$ cat src/rtl/keypad_scanner.sv
// 4x4 matrix keypad scanner: walks a one-cold column drive, debounces single-key
// presses and releases on column-dwell ticks, and flags multi-row samples.
module keypad_scanner #(
   parameter int SCAN_TICKS = 50000,
   parameter int DEBOUNCE_N = 4
) (
   input  logic       clk,
   input  logic       reset,
   input  logic [3:0] linha_in,
   output logic [3:0] coluna_out,
   output logic [3:0] key_code,
   output logic       key_valid,
   output logic       key_held,
   output logic       multi_err
);

   localparam int TW = $clog2(SCAN_TICKS);
   localparam logic [TW-1:0] TICK_LAST = TW'(SCAN_TICKS - 1);
   localparam logic [3:0] DN = 4'(DEBOUNCE_N);

   typedef enum logic [1:0] {SCAN, DEBOUNCE, HELD, RELEASE} state_t;

   state_t        state;
   logic [3:0]    sync1_reg;
   logic [3:0]    rows_s;
   logic [TW-1:0] tick_cnt;
   logic          tick;
   logic [1:0]    col;
   logic [1:0]    row_cap;
   logic [3:0]    press_cnt;
   logic [3:0]    rel_cnt;
   logic [3:0]    press_inc;
   logic [3:0]    rel_inc;
   logic          none_low;
   logic          single_low;
   logic [1:0]    row_idx;
   logic          press_done;

   assign tick       = (tick_cnt == TICK_LAST);
   assign none_low   = (rows_s == 4'hF);
   assign press_inc  = press_cnt + 4'd1;
   assign rel_inc    = rel_cnt + 4'd1;
   assign coluna_out = ~(4'b0001 << col);

   always_comb begin
      single_low = 1'b1;
      row_idx    = 2'd0;
      case (rows_s)
         4'b1110: row_idx = 2'd0;
         4'b1101: row_idx = 2'd1;
         4'b1011: row_idx = 2'd2;
         4'b0111: row_idx = 2'd3;
         default: single_low = 1'b0;
      endcase
   end

   // A press completes either straight from SCAN (single-sample debounce) or
   // when the same row has been seen on DEBOUNCE_N consecutive ticks.
   always_comb begin
      press_done = 1'b0;
      if (tick && single_low) begin
         if (state == SCAN && DEBOUNCE_N == 1)
            press_done = 1'b1;
         else if (state == DEBOUNCE && row_idx == row_cap && press_inc >= DN)
            press_done = 1'b1;
      end
   end

   always_ff @(posedge clk) begin
      if (reset) begin
         state     <= SCAN;
         sync1_reg <= 4'hF;
         rows_s    <= 4'hF;
         tick_cnt  <= '0;
         col       <= 2'd0;
         row_cap   <= 2'd0;
         press_cnt <= 4'd0;
         rel_cnt   <= 4'd0;
         key_code  <= 4'd0;
         key_valid <= 1'b0;
         key_held  <= 1'b0;
         multi_err <= 1'b0;
      end else begin
         sync1_reg <= linha_in;
         rows_s    <= sync1_reg;
         tick_cnt  <= tick ? '0 : tick_cnt + 1'b1;
         key_valid <= 1'b0;
         multi_err <= 1'b0;
         if (press_done) begin
            key_code  <= {row_idx, col};
            key_valid <= 1'b1;
            key_held  <= 1'b1;
            press_cnt <= DN;
            rel_cnt   <= 4'd0;
            state     <= HELD;
         end else if (tick) begin
            case (state)
               SCAN: begin
                  if (none_low) begin
                     col <= col + 2'd1;
                  end else if (single_low) begin
                     row_cap   <= row_idx;
                     press_cnt <= 4'd1;
                     state     <= DEBOUNCE;
                  end else begin
                     multi_err <= 1'b1;
                     col       <= col + 2'd1;
                  end
               end
               DEBOUNCE: begin
                  if (single_low && row_idx == row_cap) begin
                     press_cnt <= press_inc;
                  end else begin
                     press_cnt <= 4'd0;
                     col       <= col + 2'd1;
                     state     <= SCAN;
                  end
               end
               HELD, RELEASE: begin
                  // Any low row, including a different key, restarts the release run.
                  if (!none_low) begin
                     rel_cnt <= 4'd0;
                     state   <= HELD;
                  end else if (rel_inc >= DN) begin
                     rel_cnt  <= 4'd0;
                     key_held <= 1'b0;
                     col      <= col + 2'd1;
                     state    <= SCAN;
                  end else begin
                     rel_cnt <= rel_inc;
                     state   <= RELEASE;
                  end
               end
               default: state <= SCAN;
            endcase
         end
      end
   end

endmodule

$ cat config.mk
export PLATFORM = sky130hd
export DESIGN_NAME = keypad_scanner
export DESIGN_NICKNAME = d
export VERILOG_FILES = /design/src/rtl/keypad_scanner.sv
export SDC_FILE = /design/constraint.sdc
export NUM_CORES = 1
export LEC_CHECK = 0
export CORE_MARGIN = 8
export CORE_UTILIZATION = 45
export CTS_CLUSTER_SIZE = 40
export DETAILED_ROUTE_END_ITERATION = 8
export REMOVE_ABC_BUFFERS = 1
export SYNTH_ARGS = -nofsm -noshare
export SYNTH_HDL_FRONTEND = slang
export SYNTH_SLANG_ARGS = --single-unit
$ cat constraint.sdc
create_clock -name clk -period 3.6 [get_ports clk]
set_input_delay 0.54 -clock clk [delete_from_list [all_inputs] [get_ports clk]]
set_output_delay 0.54 -clock clk [all_outputs]
set_load 0.02 [all_outputs]
==> results.cfg, run 1 <==
[run_status]
run_status = finished, final reports clean

[yosys]
synth.area.top_cells = dfxtp_1 (43%), nor2_1 (4.5%), ha_1 (4.2%), xor2_1 (4.2%), nand3_1 (3.6%)
post_synthesis_cell_type_count = 48
ys_async_sr_fraction = 0
synth_area_per_cell_um2 = 8.85
postSynthCellCount = 235
synth_seq_cells = 45
synthTopCellsByCount = dfxtp_1 (45), nor2_1 (25), nand2_1 (17)
synthesis.yosys.warnings = 0
count_of_flip_flops_with_a_built_in_enable_after_synthesis = 0
syn-cell-area_mm2 = 0.00208
synthDominantCellAreaShare = 0.433
yosys.area.top_type = dfxtp_1
synth_ff_type = dfxtp_1
yosys.cell_count.top_type = dfxtp_1
seq_area_frac_synth = 0.433

[cts]
cts.clk_slew.worst_paths_ns = 0.08
cts_buffers = 5
clock_tree_sinks = 45
ctsResizeCount = 0
clk-insertion-delay-late_ns = 0.29
tritoncts = yes
post_cts_buffers = 0
cts_hold_repair.buffers = 0
cts_root_buffer = clkbuf_8
ctsHtreeMaxLevel = 2
maximum_buffer_depth_of_the_clock_tree = 2

[layout]
share_of_cells_above_drive_strength_1 = 0.0920
number_of_nets_in_the_layout = 263
flip_flop_count_of_the_largest_register_after_layout = 16
insertedDiodeCount = 0
area_delta_synth_final_pct = 13.4
regMostFlops = tick_cnt

[sta]
finClkSkew_ns = 0.00637
timing.final.hold_violations = 0
slew_headroom = 0.543
min_period_over_period = 0.657
clock.fmax_mhz = 423
finalSetupTns_ns = 0
period_needed_ns = 2.36
worst_hold_slack_ns = 0.410
timing_max_transition_violations_final = 0
tightestPinTransition_ns = 0.683
setup_viol = 0
grt_setup_unrepaired = false

[global_routing]
first_global_vias = 1476
gr-total-overflow = 0
grt_pass1_wl_um = 6970
globalRouteTotalUtil = 0.118
pin_count_of_the_biggest_net_entering_global_routing = 23
antenna_violations_before_repair = 0

[floorplan]
start_util = 0.471
design.die.area_mm2 = 0.00705
fp.coreArea_mm2 = 0.00441
placement_rows = 24
die_width_um = 84.0
fp.dieH_um = 84.0
io_pins = 17

[run]
max_cap_violations = 0

[route]
drt_first_pass_iters = 4
drc_errors = 0
vias_cell = 5.34
met2_wirelength_um = 1550
iteration_0_drc_markers = 99
detailroute.wirelength.met3_um = 204
post_drt_wl_per_cell_um = 13.2
antenna_violating_nets_post_route = 0
maxUsedRoutingLayer = met4
detail_route.wirelength.met1_um = 2190
vias = 1612
route.final.wire_length_um = 3980

[critical_path]
worst-r2r-cell-count = 6
critical_path.startpoint_type = flip-flop
r2r_slack_ns = 1.24
end_kind = flip-flop
crit_arrival_ns = 2.59
crit_type = reg2reg
timing.rr.start = tick_cnt[0]
rr_endpoint = key_code[3]
critPathRequiredTime_ns = 3.83
worst-path-max-fanout = 11
timing.critical_path.from = tick_cnt[0]
capturing_instance_or_port_of_the_critical_path = key_code[3]

[placed_design]
portBuffers = 16
detailed_place_hpwl_um = 2800
globalplace.congestion = 0.804

[power]
p_leak_nw = 0.850
max-vdd-ir-drop_mv = 0.230
powerDensity_mw_per_mm2 = 365

[worst_hold_path]
class_of_the_tightest_hold_or_removal_check = reg2reg
==> per-layer routing <==
layer  global-route usage  up-vias
met5                    0        -
li1                     -      852
met4               0.0424        0
met1                0.161      722
met3               0.0400        4
met2                0.166       34
==> per-stage QoR <==
stage	std cells	total power [W]	setup slack [ns]	utilization	instance area, um^2
4_1_cts	302	0.000868	1.20	0.534	2360
3_3_place_gp	295	0.000561	1.22	0.514	2270
5_1_grt	302	0.000897	0.955	0.534	2360
6_report	302	0.000860	1.24	0.534	2360
2_1_floorplan	226	0.000545	1.64	-	2040
3_5_place_dp	295	0.000561	1.23	0.514	2270
==> how the worst min path moves through the flow <==
stage	startpoint	to	slack, ns	cells after the start
2_1_floorplan	sync1_reg[0]	rows_s[0]	0.39	1
3_3_place_gp	sync1_reg[1]	rows_s[1]	0.39	1
3_5_place_dp	sync1_reg[2]	rows_s[2]	0.39	1
4_1_cts	sync1_reg[2]	rows_s[2]	0.41	1
5_1_grt	sync1_reg[2]	rows_s[2]	0.43	1
6_report	sync1_reg[2]	rows_s[2]	0.41	1
==> critical path, stage by stage, from the launching register on <==
cell and delay [ns]:
dfxtp_1 0.38, ha_1 0.21, and3_1 0.25, nand4_1 0.44
a2111oi_4 0.66, nand3_1 0.20, a21oi_1 0.16
==> power breakdown <==
part	internal [W]	switching, W
logic	0.0000176	0.0000205
registers	0.000504	0.00000652
clock network	0.000152	0.000160
==> layout by cell type, fill, tap and decap left out, types with 2 or more instances in the layout <==
| master | instances |
|---|---|
| dfxtp_1 | 45 |
| nor2_1 | 25 |
| nand2_1 | 17 |
| clkdlybuf4s50_1 | 16 |
| nand3_1 | 15 |
| a21oi_1 | 14 |
| inv_1 | 10 |
| xor2_1 | 10 |
| o21ai_0 | 10 |
| and3_1 | 9 |
| or2_2 | 8 |
| xnor2_1 | 7 |
| ha_1 | 7 |
| nand4_1 | 6 |
| clkbuf_8 | 6 |
| nor3_1 | 4 |
| nand3b_1 | 3 |
| a211oi_1 | 3 |
| mux2i_1 | 3 |
| nor4_1 | 2 |
| a31oi_1 | 2 |
==> layout make-up <==
| cell class | instances | area [um^2] |
|---|---|---|
| sequential | 45 | 901 |
| multi-input combinational | 171 | 1100 |
| tap | 52 | 65.1 |
| clock buffer | 6 | 82.6 |
| inverter | 10 | 37.5 |
| clock inverter | 1 | 7.51 |
| timing repair buffer | 17 | 168 |
| fill | 412 | 2060 |
==> cells by family after synthesis <==
| group | share of synthesized area |
|---|---|
| simple gates | 0.249 |
| flops | 0.433 |
| compound gates | 0.145 |
| buf+inv | 0.0391 |
| xor+xnor | 0.0716 |
| fa+ha+maj | 0.0421 |
| mux | 0.0199 |
Power figures use the tool's default switching activity.
==> run 2, diff against run 1 <==
Settings changed: PLACE_DENSITY set to 0.67.
Clock period 3.6 ns to 1.94 ns, I/O delays scaled along.
==> run 2 against run 1 <==
The flow now finishes with violations (negative setup slack); sequential share of layout area shrank 3.6 points; largest power group unchanged; clock skew shrank 0.0027 ns; sequential power grew 84%; hold slack gained 0.0033 ns; register-to-register slack lost 1.2 ns; cell count grew 8.9%; die area is the same; setup slack lost 1.2 ns.
==> results.cfg, run 2 (synthesis gave the netlist of run 1 again) <==
[placed_design]
globalplace.congestion = 0.818
placedInstanceArea_mm2 = 0.00247
portBuffers = 16
numPlacedInstances = 322
detailed_place_hpwl_um = 3210

[floorplan]
design.die.area_mm2 = 0.00705
fp.dieH_um = 84.0
start_util = 0.471
placement_rows = 24
fp.coreArea_mm2 = 0.00441
io_pins = 17
die_width_um = 84.0

[sta]
fin_ws_ns = -0.00558
timing_max_transition_violations_final = 0
tightestPinTransition_ns = 0.480
finClkSkew_ns = 0.00364
period_needed_ns = 1.95
slew_headroom = 0.680
setup_viol = 2
grt_setup_unrepaired = true
timing.final.hold_violations = 0
clock.fmax_mhz = 514
min_period_over_period = 1.00

[route]
vias_cell = 5.34
post_drt_wl_per_cell_um = 13.1
drc_errors = 0
drt_first_pass_iters = 4
antenna_violating_nets_post_route = 0
vias = 1758
route.final.wire_length_um = 4320
iteration_0_drc_markers = 127

[critical_path]
rr_endpoint = press_cnt[1]
capturing_instance_or_port_of_the_critical_path = press_cnt[1]
critical_path.startpoint_type = flip-flop
timing.critical_path.from = row_cap[1]
worst-r2r-cell-count = 5
worst-path-max-fanout = 6
critPathRequiredTime_ns = 2.12
crit_arrival_ns = 2.13
r2r_slack_ns = -0.006
timing.rr.start = row_cap[1]
end_kind = flip-flop
crit_type = reg2reg

[global_routing]
first_global_vias = 1726
globalRouteMet1Util = 0.175
grt_pass1_wl_um = 7850
globalRouteTotalUtil = 0.132
gr-total-overflow = 0
groute.layer.met2.usage = 0.197
global_route.usage.met3 = 0.0381
antenna_violations_before_repair = 0
grt_most_used_layer = met2
pin_count_of_the_biggest_net_entering_global_routing = 16

[cts]
cts_buffers = 5
clk-insertion-delay-late_ns = 0.29
tritoncts = yes
cts_hold_repair.buffers = 0
cts.clk_slew.worst_paths_ns = 0.08
ctsHtreeMaxLevel = 2
cts_root_buffer = clkbuf_8
clock_tree_sinks = 45
maximum_buffer_depth_of_the_clock_tree = 2

[layout]
multi_input_comb_area_mm2 = 0.00114
number_of_nets_in_the_layout = 290
leading_cell_type_in_the_layout_fill_and_taps_excluded = dfxtp_1
finalNonFillerCells = 329
insertedDiodeCount = 0
flip_flop_count_of_the_largest_register_after_layout = 16
share_of_cells_above_drive_strength_1 = 0.213
seq_area_um2 = 903
area_delta_synth_final_pct = 25.5
final_core_util = 0.591
commonest_cells_after_routing_fill_and_taps_aside = dfxtp_1 (43), buf_4 (28), nor2_1 (25), nand2_1 (17), nand3_1 (15)
nFillCells = 393
post_layout_inst_area_mm2 = 0.00261
regMostFlops = tick_cnt

[power]
switching_power_w = 0.000353
sequential_share_of_power = 0.581
p_leak_nw = 0.988
netSwitchingFraction = 0.218
share_clk_of_total_power = 0.354
internal_power_w = 0.00127
max-vdd-ir-drop_mv = 0.319
powerDensity_mw_per_mm2 = 621
power.combinational.fraction = 0.065

[worst_hold_path]
class_of_the_tightest_hold_or_removal_check = reg2reg

[run_status]
run_status = finished, violations left
violations = negative setup slack

[run]
max_cap_violations = 0
[run 2: final cells by class]
| cell class | instances | area share |
|---|---|---|
| clock buffers | 6 | 0.0317 |
| clock inverters | 1 | 0.00288 |
| inverters | 10 | 0.0144 |
| multi-input cells | 171 | 0.439 |
| flip-flops and latches | 45 | 0.346 |
| well taps | 52 | 0.0249 |
| repair buffers | 44 | 0.141 |
[run 2: layer usage]
metal,part of all wire,wire [um],vias up
met1,0.51,2200,798
met4,0.014,60,0
met2,0.43,1840,47
met3,0.050,218,5
li1,-,-,908
met5,0,0,-
[run 2: worst min-delay path by stage]
stage                 startpoint           to  slack (ns)  cells past startpoint
floorplan                  reset  key_code[0]        0.36                      1
global placement    sync1_reg[3]    rows_s[3]        0.39                      1
detailed placement  sync1_reg[1]    rows_s[1]        0.40                      1
CTS                 sync1_reg[1]    rows_s[1]        0.41                      1
global route        sync1_reg[1]    rows_s[1]        0.43                      1
finish              sync1_reg[1]    rows_s[1]        0.41                      1
[run 2: per-stage QoR]
stage               hold slack (ns)  worst slack [ns]  power [W]  TNS [ns]
floorplan                     0.360           -0.0237    0.00101   -0.0512
global placement              0.392            -0.104    0.00106    -0.193
detailed placement            0.399           -0.0787    0.00107    -0.453
CTS                           0.414          0.000240    0.00165         0
global route                  0.430           -0.0903    0.00170    -0.950
finish                        0.414          -0.00558    0.00162  -0.00611
[run 2: worst max-delay path, cell delays in order (launching register included)]
cell and delay, ns:
dfxtp_2 0.34, or3b_1 0.38, a211o_1 0.33, a2111o_1 0.48
o21ai_4 0.24, nor2_1 0.07
[run 2: power by group through the flow]
stage               combinational (W)  sequential [W]  clock, W
finish                       0.000106        0.000941  0.000574
global route                 0.000116        0.000943  0.000643
CTS                          0.000103        0.000941  0.000604
detailed placement           0.000102        0.000963         0
global placement            0.0000993        0.000962         0
floorplan                   0.0000441        0.000967         0
[run 2: repair_timing]
action                                 CTS  global route
endpoints found under the hold margin    0             0
gates resized for setup                  5            10
pin swaps                                1             0
setup buffers                            0             0
setup endpoints to repair               12            20
==> run 3, diff against run 2 <==
Settings changed: TNS_END_PERCENT set to 100.
==> results of run 3 <==
The final DEF is identical to that of run 2; final timing and power are the same.
